### src/rtl/ex_branch_scheduler_pkg.sv
// Shared definitions for the branch scheduler: queue geometry, FSM encoding,
// branch command / condition code values and the queue entry layout.
package ex_branch_scheduler_pkg;

    localparam int QUEUE_DEPTH = 4;
    localparam int PTR_W       = 2;
    localparam int CNT_W       = 3;
    localparam logic [CNT_W-1:0] QUEUE_FULL_COUNT = 3'd4;

    typedef enum logic {
        ST_RUN    = 1'b0,
        ST_LOCKED = 1'b1
    } sched_state_t;

    typedef enum logic [4:0] {
        BR_CMD_NOP  = 5'h00,
        BR_CMD_JUMP = 5'h01,
        BR_CMD_CALL = 5'h02,
        BR_CMD_RET  = 5'h03,
        BR_CMD_INTR = 5'h04
    } br_cmd_t;

    typedef enum logic [3:0] {
        BR_CC_AL = 4'h0,
        BR_CC_EQ = 4'h1,
        BR_CC_NE = 4'h2,
        BR_CC_CS = 4'h3,
        BR_CC_CC = 4'h4,
        BR_CC_MI = 4'h5,
        BR_CC_PL = 4'h6
    } br_cc_t;

    typedef struct packed {
        logic [5:0]  tag;
        logic [4:0]  cmd;
        logic [3:0]  cc;
        logic [31:0] source;
        logic [31:0] pc;
        logic [4:0]  flag;
        logic        flag_ready;
        logic [5:0]  flag_tag;
    } br_entry_t;

    function automatic logic [PTR_W-1:0] ptr_next(input logic [PTR_W-1:0] ptr);
        return ptr + 1'b1;
    endfunction

endpackage

### src/rtl/ex_branch_sched_queue.sv
// In-order 4-entry circular queue of branch ops with flag wakeup.
// A push whose flag producer is broadcast in the same cycle is stored ready.
module ex_branch_sched_queue
    import ex_branch_scheduler_pkg::*;
(
    input  logic             clk,
    input  logic             clear,
    input  logic             push,
    input  logic [5:0]       push_tag,
    input  logic [4:0]       push_cmd,
    input  logic [3:0]       push_cc,
    input  logic [31:0]      push_source,
    input  logic [31:0]      push_pc,
    input  logic             push_flag_ready,
    input  logic [4:0]       push_flag,
    input  logic [5:0]       push_flag_tag,
    input  logic             pop,
    input  logic             wb_valid,
    input  logic [5:0]       wb_tag,
    input  logic [4:0]       wb_flag,
    output logic [CNT_W-1:0] count,
    output logic [5:0]       head_tag,
    output logic [4:0]       head_cmd,
    output logic [3:0]       head_cc,
    output logic [31:0]      head_source,
    output logic [31:0]      head_pc,
    output logic [4:0]       head_flag,
    output logic             head_ready
);

    br_entry_t              entries [QUEUE_DEPTH];
    logic [QUEUE_DEPTH-1:0] valid;
    logic [PTR_W-1:0]       head;
    logic [PTR_W-1:0]       tail;
    br_entry_t              new_entry;
    logic                   push_wakeup;

    // Build the incoming entry, folding in a same-cycle matching broadcast
    always_comb begin
        push_wakeup          = !push_flag_ready && wb_valid && (wb_tag == push_flag_tag);
        new_entry            = '0;
        new_entry.tag        = push_tag;
        new_entry.cmd        = push_cmd;
        new_entry.cc         = push_cc;
        new_entry.source     = push_source;
        new_entry.pc         = push_pc;
        new_entry.flag_tag   = push_flag_tag;
        new_entry.flag_ready = push_flag_ready || push_wakeup;
        new_entry.flag       = push_wakeup ? wb_flag : push_flag;
    end

    // Queue storage, pointers, occupancy and broadcast wakeup
    always_ff @(posedge clk) begin
        if (clear) begin
            head  <= '0;
            tail  <= '0;
            count <= '0;
            valid <= '0;
            for (int i = 0; i < QUEUE_DEPTH; i++) begin
                entries[i] <= '0;
            end
        end else begin
            for (int i = 0; i < QUEUE_DEPTH; i++) begin
                if (valid[i] && !entries[i].flag_ready && wb_valid &&
                    (wb_tag == entries[i].flag_tag)) begin
                    entries[i].flag_ready <= 1'b1;
                    entries[i].flag       <= wb_flag;
                end
            end
            if (push) begin
                entries[tail] <= new_entry;
                valid[tail]   <= 1'b1;
                tail          <= ptr_next(tail);
            end
            if (pop) begin
                valid[head] <= 1'b0;
                head        <= ptr_next(head);
            end
            count <= count + CNT_W'(push) - CNT_W'(pop);
        end
    end

    assign head_tag    = entries[head].tag;
    assign head_cmd    = entries[head].cmd;
    assign head_cc     = entries[head].cc;
    assign head_source = entries[head].source;
    assign head_pc     = entries[head].pc;
    assign head_flag   = entries[head].flag;
    assign head_ready  = entries[head].flag_ready;

endmodule

### src/rtl/ex_branch_scheduler.sv
// Branch scheduler top: in-order issue of queued branch ops to the branch port.
// Optional perf counters are enabled with the EX_BRANCH_SCHED_PERF_COUNTER_EN macro.
//
// state     | meaning
// ----------+-------------------------------------------------------------
// ST_RUN    | issuing head op whenever its flags are ready
// ST_LOCKED | branch port locked; no issue, dispatch refused until restart
module ex_branch_scheduler
    import ex_branch_scheduler_pkg::*;
(
    input  logic        iCLOCK,
    input  logic        iRESET_SYNC,
    input  logic        iFREE_RESTART,
    input  logic        iDISP_VALID,
    input  logic [5:0]  iDISP_COMMIT_TAG,
    input  logic [4:0]  iDISP_CMD,
    input  logic [3:0]  iDISP_CC,
    input  logic [31:0] iDISP_SOURCE,
    input  logic [31:0] iDISP_PC,
    input  logic        iDISP_FLAG_READY,
    input  logic [4:0]  iDISP_FLAG,
    input  logic [5:0]  iDISP_FLAG_TAG,
    output logic        oDISP_FULL,
    input  logic        iFLAG_WB_VALID,
    input  logic [5:0]  iFLAG_WB_TAG,
    input  logic [4:0]  iFLAG_WB_FLAG,
    output logic        oEX_BRANCH_VALID,
    output logic [5:0]  oEX_BRANCH_COMMIT_TAG,
    output logic [4:0]  oEX_BRANCH_CMD,
    output logic [3:0]  oEX_BRANCH_CC,
    output logic [4:0]  oEX_BRANCH_FLAG,
    output logic [31:0] oEX_BRANCH_SOURCE,
    output logic [31:0] oEX_BRANCH_PC,
    input  logic        iEX_BRANCH_LOCK
`ifdef EX_BRANCH_SCHED_PERF_COUNTER_EN
    ,
    output logic [31:0] oPERF_ISSUE_CNT,
    output logic [31:0] oPERF_STALL_CNT
`endif
);

    sched_state_t     state;
    logic             queue_clear;
    logic             disp_accept;
    logic             issue;
    logic [CNT_W-1:0] q_count;
    logic [5:0]       head_tag;
    logic [4:0]       head_cmd;
    logic [3:0]       head_cc;
    logic [31:0]      head_source;
    logic [31:0]      head_pc;
    logic [4:0]       head_flag;
    logic             head_ready;

    // Restart wipes everything reset does; full is judged on current state
    // only, so a pop this cycle never opens a slot for a same-cycle dispatch
    assign queue_clear = iRESET_SYNC || iFREE_RESTART;
    assign oDISP_FULL  = (q_count == QUEUE_FULL_COUNT) || (state == ST_LOCKED);
    assign disp_accept = iDISP_VALID && !oDISP_FULL;
    assign issue       = (state == ST_RUN) && !iEX_BRANCH_LOCK &&
                         (q_count != '0) && head_ready;

    ex_branch_sched_queue u_queue (
        .clk             (iCLOCK),
        .clear           (queue_clear),
        .push            (disp_accept),
        .push_tag        (iDISP_COMMIT_TAG),
        .push_cmd        (iDISP_CMD),
        .push_cc         (iDISP_CC),
        .push_source     (iDISP_SOURCE),
        .push_pc         (iDISP_PC),
        .push_flag_ready (iDISP_FLAG_READY),
        .push_flag       (iDISP_FLAG),
        .push_flag_tag   (iDISP_FLAG_TAG),
        .pop             (issue),
        .wb_valid        (iFLAG_WB_VALID),
        .wb_tag          (iFLAG_WB_TAG),
        .wb_flag         (iFLAG_WB_FLAG),
        .count           (q_count),
        .head_tag        (head_tag),
        .head_cmd        (head_cmd),
        .head_cc         (head_cc),
        .head_source     (head_source),
        .head_pc         (head_pc),
        .head_flag       (head_flag),
        .head_ready      (head_ready)
    );

    // FSM and issue register; fields hold their last issued value while idle
    always_ff @(posedge iCLOCK) begin
        if (queue_clear) begin
            state                 <= ST_RUN;
            oEX_BRANCH_VALID      <= 1'b0;
            oEX_BRANCH_COMMIT_TAG <= '0;
            oEX_BRANCH_CMD        <= '0;
            oEX_BRANCH_CC         <= '0;
            oEX_BRANCH_FLAG       <= '0;
            oEX_BRANCH_SOURCE     <= '0;
            oEX_BRANCH_PC         <= '0;
        end else begin
            oEX_BRANCH_VALID <= 1'b0;
            case (state)
                ST_RUN: begin
                    if (iEX_BRANCH_LOCK) begin
                        state <= ST_LOCKED;
                    end else if (issue) begin
                        oEX_BRANCH_VALID      <= 1'b1;
                        oEX_BRANCH_COMMIT_TAG <= head_tag;
                        oEX_BRANCH_CMD        <= head_cmd;
                        oEX_BRANCH_CC         <= head_cc;
                        oEX_BRANCH_FLAG       <= head_flag;
                        oEX_BRANCH_SOURCE     <= head_source;
                        oEX_BRANCH_PC         <= head_pc;
                    end
                end
                ST_LOCKED: begin
                    state <= ST_LOCKED;
                end
                default: begin
                    state <= ST_RUN;
                end
            endcase
        end
    end

`ifdef EX_BRANCH_SCHED_PERF_COUNTER_EN
    // Issue and stall counters, free-running with natural 32-bit wrap
    always_ff @(posedge iCLOCK) begin
        if (queue_clear) begin
            oPERF_ISSUE_CNT <= '0;
            oPERF_STALL_CNT <= '0;
        end else begin
            if (issue) begin
                oPERF_ISSUE_CNT <= oPERF_ISSUE_CNT + 32'd1;
            end
            if ((q_count != '0) && !issue) begin
                oPERF_STALL_CNT <= oPERF_STALL_CNT + 32'd1;
            end
        end
    end
`endif

endmodule

### config.mk
export PLATFORM = sky130hd
export DESIGN_NAME = ex_branch_scheduler
export DESIGN_NICKNAME = d
export VERILOG_FILES = /design/src/rtl/ex_branch_scheduler_pkg.sv /design/src/rtl/ex_branch_sched_queue.sv /design/src/rtl/ex_branch_scheduler.sv
export SDC_FILE = /design/constraint.sdc
export NUM_CORES = 1
export LEC_CHECK = 0
export CORE_ASPECT_RATIO = 0.5
export CORE_MARGIN = 3
export CORE_UTILIZATION = 35
export DETAILED_ROUTE_END_ITERATION = 12
export HOLD_SLACK_MARGIN = 0.15
export MAX_ROUTING_LAYER = met4
export PLACE_DENSITY_LB_ADDON = 0.15
export SYNTH_ARGS = -nofsm -noshare
export SYNTH_HDL_FRONTEND = slang
export SYNTH_HIERARCHICAL = 1
export SYNTH_SLANG_ARGS = --single-unit
### constraint.sdc
create_clock -name iCLOCK -period 11 [get_ports iCLOCK]
set_clock_uncertainty 0.15 [all_clocks]
set_input_delay 2.75 -clock iCLOCK [delete_from_list [all_inputs] [get_ports iCLOCK]]
set_output_delay 2.75 -clock iCLOCK [all_outputs]
set_load 0.01 [all_outputs]
# Word-level counts from Yosys, hierarchy flattened
# Memories as Yosys holds them, arrays and structs flattened. A register that Yosys moved wholly into a read port is not among the register bits.
# Index checks and enable logic that the tools add are counted.
# totals
regBits	97
ram_bits	364
input_bits	108
out_inout_bits	86
mem_count	1
# classes
n_addsub	4
magnitude_cmp	4
n_eq_ne	6
muxes	38
bitwise_logic	13
reduce_logical	33
# memory_table
memory	words	width	rd	rd_ports_with_merged_regs	write_ports	line	text
u_queue.entries	4	91	5	1	5	ex_branch_sched_queue.sv:31	br_entry_t entries [QUEUE_DEPTH];
# op_table
op	n
6-bit equality test	5
1-bit 2-to-1 mux	25
5-bit 2-to-1 mux	5
1-bit logical AND	20
4-bit 2-to-1 mux	3
1-bit OR	8
1-bit logical NOT	7
2-bit by 3-bit < comparator with 1-bit output, second input constant	2
2-bit by 1-bit adder with 2-bit output, second input constant	2
4-bit bitwise AND	1
1-bit demux with 2-bit select	2
2-bit by 1-bit >= comparator with 1-bit output, second input constant	2
2-bit 2-to-1 mux	2
4-bit NOT	1
4-bit OR	1
3-bit by 1-bit adder with 3-bit output	1
3-bit equality test, second input constant	1
1-bit logical OR	3
3-bit AND reduction	1
3-bit nonzero test	1
3-bit OR reduction	1
3-bit by 1-bit subtractor with 3-bit output	1
1-bit NOT	2
1-bit one-hot mux with 2 select lines	1

# Depth between registers and ports, before layout
# depth
depth_word	9
depth_mapped	15
mapped_depth_nobuf	9

# Cells and area by module
# Netlist, hierarchy kept.
# modules_own_cells
module	n_inst	cells_per_inst	area_per_inst_um2	seq_area_each_um2
ex_branch_sched_queue	1	1052	17180.2	11190.7
ex_branch_scheduler	1	376	3397.0	1721.7

# Least setup slack after synthesis
# No wires, ideal clock.
# synth_timing
kind	in2reg
from	input port iFREE_RESTART
to	memory u_queue/entries[0][10] (netlist name) (data pin)
setup_ns	0.262
t_arrival_ns	5.742
slack_ns	4.846
path_stages	9
n_path_buf	3
path_cell_list	nor2_2 buf_2 buf_2 inv_1 buf_6 a21o_1 nor4_2 a32oi_2 o21ai_1
# synth_lines
element	line	text
start, declared	ex_branch_scheduler.sv:13	input logic iFREE_RESTART,
end, declared	ex_branch_sched_queue.sv:31	

==> flow_summary.json <==
{
  "slew_violations": 0,
  "num_vias": 11800,
  "layout_commonest_cell": "edfxtp_1",
  "syn_nets": 1547,
  "maxSlewHeadroom_pct": 27.9,
  "p_per_area_nw_per_um2": 151,
  "crit_arrival_ns": 5.77,
  "crit_chain": "clkdlybuf4s50_1, nor2_4, inv_1, and3b_2, buf_4, and2_1",
  "crit_cells": 6,
  "worstMarginPinSlew_ns": 1.08,
  "antenna_found_initial": 0,
  "cp.required_ns": 11.27,
  "pin_count": 194,
  "rows": 62,
  "hpwl_um": 29000,
  "totalWireLength_um": 50600,
  "setup.worst_path.class": "primary input to flop",
  "gp_congestion": 0.765,
  "grt_pass1_vias": 12800,
  "regToRegSetupSlack_ns": 7.50,
  "start_util_pct": 35.7,
  "ys_types": 53,
  "ctsHoldBuffers": 0,
  "portBuffers": 193,
  "core-area_um2": 57700,
  "dieWidth_um": 349,
  "cp_slowest_cell": "and3b_2",
  "rsz0062_at_grt": "false",
  "syn_area_um2": 20600,
  "reg2regPathDepth": 9,
  "clkSinkCount": 463,
  "drt-pass1-iter-count": 5,
  "yosysSeqAreaShare_pct": 62.8,
  "irDropWorstVdd_mv": 0.0949,
  "place_area_um2": 23100,
  "final_nets": 1703,
  "post_cts_buffers": 0,
  "synth_top_area_cell": "edfxtp_1",
  "syn_area_per_cell_um2": 14.4,
  "synthCells": 1428,
  "grt_start_max_net_pins": 78,
  "dieArea_um2": 61900,
  "path_delay_family": "buffers and inverters",
  "diodes": 0,
  "wl_per_cell_um": 21.2,
  "min_path_type": "flop to flop",
  "grt.overflow.total": 0,
  "postSynth.asyncResetShare_pct": 0,
  "drt_iter0_drc": 805,
  "clk_pin_slew_worst_paths_ns": 0.06,
  "final_area_um2": 24500,
  "fp.dieH_um": 177,
  "finalCriticalPeriod_ns": 5.51,
  "cp-end-kind": "flop",
  "syn2layout_area_growth_pct": 19.3,
  "clkLatencyLatePin_ns": 0.56,
  "final_cell_mix": "edfxtp_1 (364), and2_1 (337), clkdlybuf4s50_1 (193)",
  "synth_top_area_share_pct": 53.1,
  "max_stage_delay_ns": 0.95,
  "ant_nets": 0,
  "grt_use_total_pct": 16.8,
  "cts_resized": 0,
  "final_hold_viol_count": 0,
  "num-fill-cells": 5261,
  "cts_root_buf": "clkbuf_16",
  "crit_start": "iFREE_RESTART",
  "drc_errors": 0,
  "cts_tree": "yes",
  "startpoint_type": "primary input",
  "status": "finished, final reports clean",
  "critPathMaxFanout": 61,
  "cp-endpoint": "u_queue/entries[2][83]$_SDFFCE_PN0P_",
  "clockBufferDepth": 3,
  "synth-edff-count": 364,
  "via_per_inst": 4.94,
  "hold_ws_ns": 0.307,
  "ys_ff_latch": 463,
  "synth_area_leaders": "edfxtp_1 (53%), and2_1 (10%), dfxtp_1 (9.6%)",
  "yosys_warnings": 6,
  "period_share_pct": 50.0,
  "cts_buffers": 44,
  "finalSetupViolCount": 0,
  "power_leakage_nw": 8.72,
  "rr_endpoint": "u_queue/count[2]$_SDFF_PP0_",
  "layout-drive-gt1-share_pct": 13.3,
  "timing.fmax_mhz": 182,
  "tns_ns": 0,
  "grt_pass1_wl_um": 76400,
  "ys.flop_type": "edfxtp_1",
  "h-tree-depth": 2,
  "maxCapViolations": 0,
  "crit_buf_inv": 3
}
==> metal layers <==
metal  routed length (um)  vias up  track usage [%]
met3                 1550       57             2.26
met5                    0        -                -
met2                27000      213             30.5
met4                  729        0             3.13
li1                     -     5428                -
met1                21300     6105             20.1
==> final cells by class <==
cell class              instances  area [um^2]  share of cell area [%]
flip-flops and latches        463        12900                    52.6
multi-input cells             851         7090                    28.9
repair buffers                209         2050                    8.36
clock buffers                  68         1300                    5.30
well taps                     768          961                    3.92
clock inverters                14          160                   0.653
inverters                      15         56.3                   0.229
==> stage by stage <==
step / worst slack (ns) / total power, mW / cells / util, %
after detailed placement: 4.92 / 2.23 / 2306 / 40.0
final: 5.49 / 3.72 / 2388 / 42.5
after CTS: 5.52 / 3.77 / 2388 / 42.5
after global placement: 4.89 / 2.22 / 2306 / 40.0
after floorplan: 4.85 / 2.12 / 1428 / -
after global routing: 5.39 / 3.85 / 2388 / 42.5
==> where the power goes <==
group | switching (mW) | internal (mW)
Clock | 0.665 | 0.868
Sequential | 0.0185 | 1.95
Combinational | 0.120 | 0.0903
==> synth_stat cells, types with 6 or more instances <==
cell,number
o211ai_1,17
o21ai_1,13
nand2_1,174
buf_6,17
edfxtp_1,364
and2_1,337
nand3_1,6
ha_1,10
clkbuf_1,45
nor2_1,13
buf_2,32
mux2i_1,87
nand3b_1,6
dfxtp_1,99
mux4_2,85
xor2_1,24
inv_1,15
==> worst register-to-register path, stage by stage (launching register included) <==
cell	delay [ns]
dfxtp_4	0.78
mux4_2	0.63
o311a_4	0.37
ha_1	0.41
inv_1	0.04
ha_1	0.19
fa_1	0.41
xnor2_1	0.19
xnor2_1	0.14
nor2_1	0.05
==> worst min-delay path by stage <==
stage	cells past startpoint	startpoint	to
detailed placement	2	oEX_BRANCH_SOURCE[0]$_SDFFE_PP0P_	oEX_BRANCH_SOURCE[0]$_SDFFE_PP0P_
floorplan	2	state$_SDFF_PP0_	state$_SDFF_PP0_
CTS	2	oEX_BRANCH_SOURCE[21]$_SDFFE_PP0P_	oEX_BRANCH_SOURCE[21]$_SDFFE_PP0P_
global placement	2	oEX_BRANCH_SOURCE[29]$_SDFFE_PP0P_	oEX_BRANCH_SOURCE[29]$_SDFFE_PP0P_
global route	2	oEX_BRANCH_SOURCE[25]$_SDFFE_PP0P_	oEX_BRANCH_SOURCE[25]$_SDFFE_PP0P_
finish	2	oEX_BRANCH_SOURCE[21]$_SDFFE_PP0P_	oEX_BRANCH_SOURCE[21]$_SDFFE_PP0P_
==> cells by family (layout without fill, tap and decap cells) <==
family,after synthesis,in the layout,synth area share (%)
simple gates,572,572,15.8
flops,463,463,62.8
mux,172,172,13.5
buf+inv,114,306,2.97
compound gates,59,59,2.16
xor+xnor,37,37,2.07
fa+ha+maj,11,11,0.705
==> flip-flops by register name (all words and copies together), names as in the netlist, named ones only <==
register,cells
oEX_BRANCH_SOURCE,32
state,1
u_queue/tail,2
u_queue/entries,364
oEX_BRANCH_FLAG,5
u_queue/count,3
oEX_BRANCH_CMD,5
oEX_BRANCH_VALID,1
oEX_BRANCH_PC,32
oEX_BRANCH_CC,4
u_queue/head,2
oEX_BRANCH_COMMIT_TAG,6
u_queue/valid,4
Power figures use the tool's default switching activity.
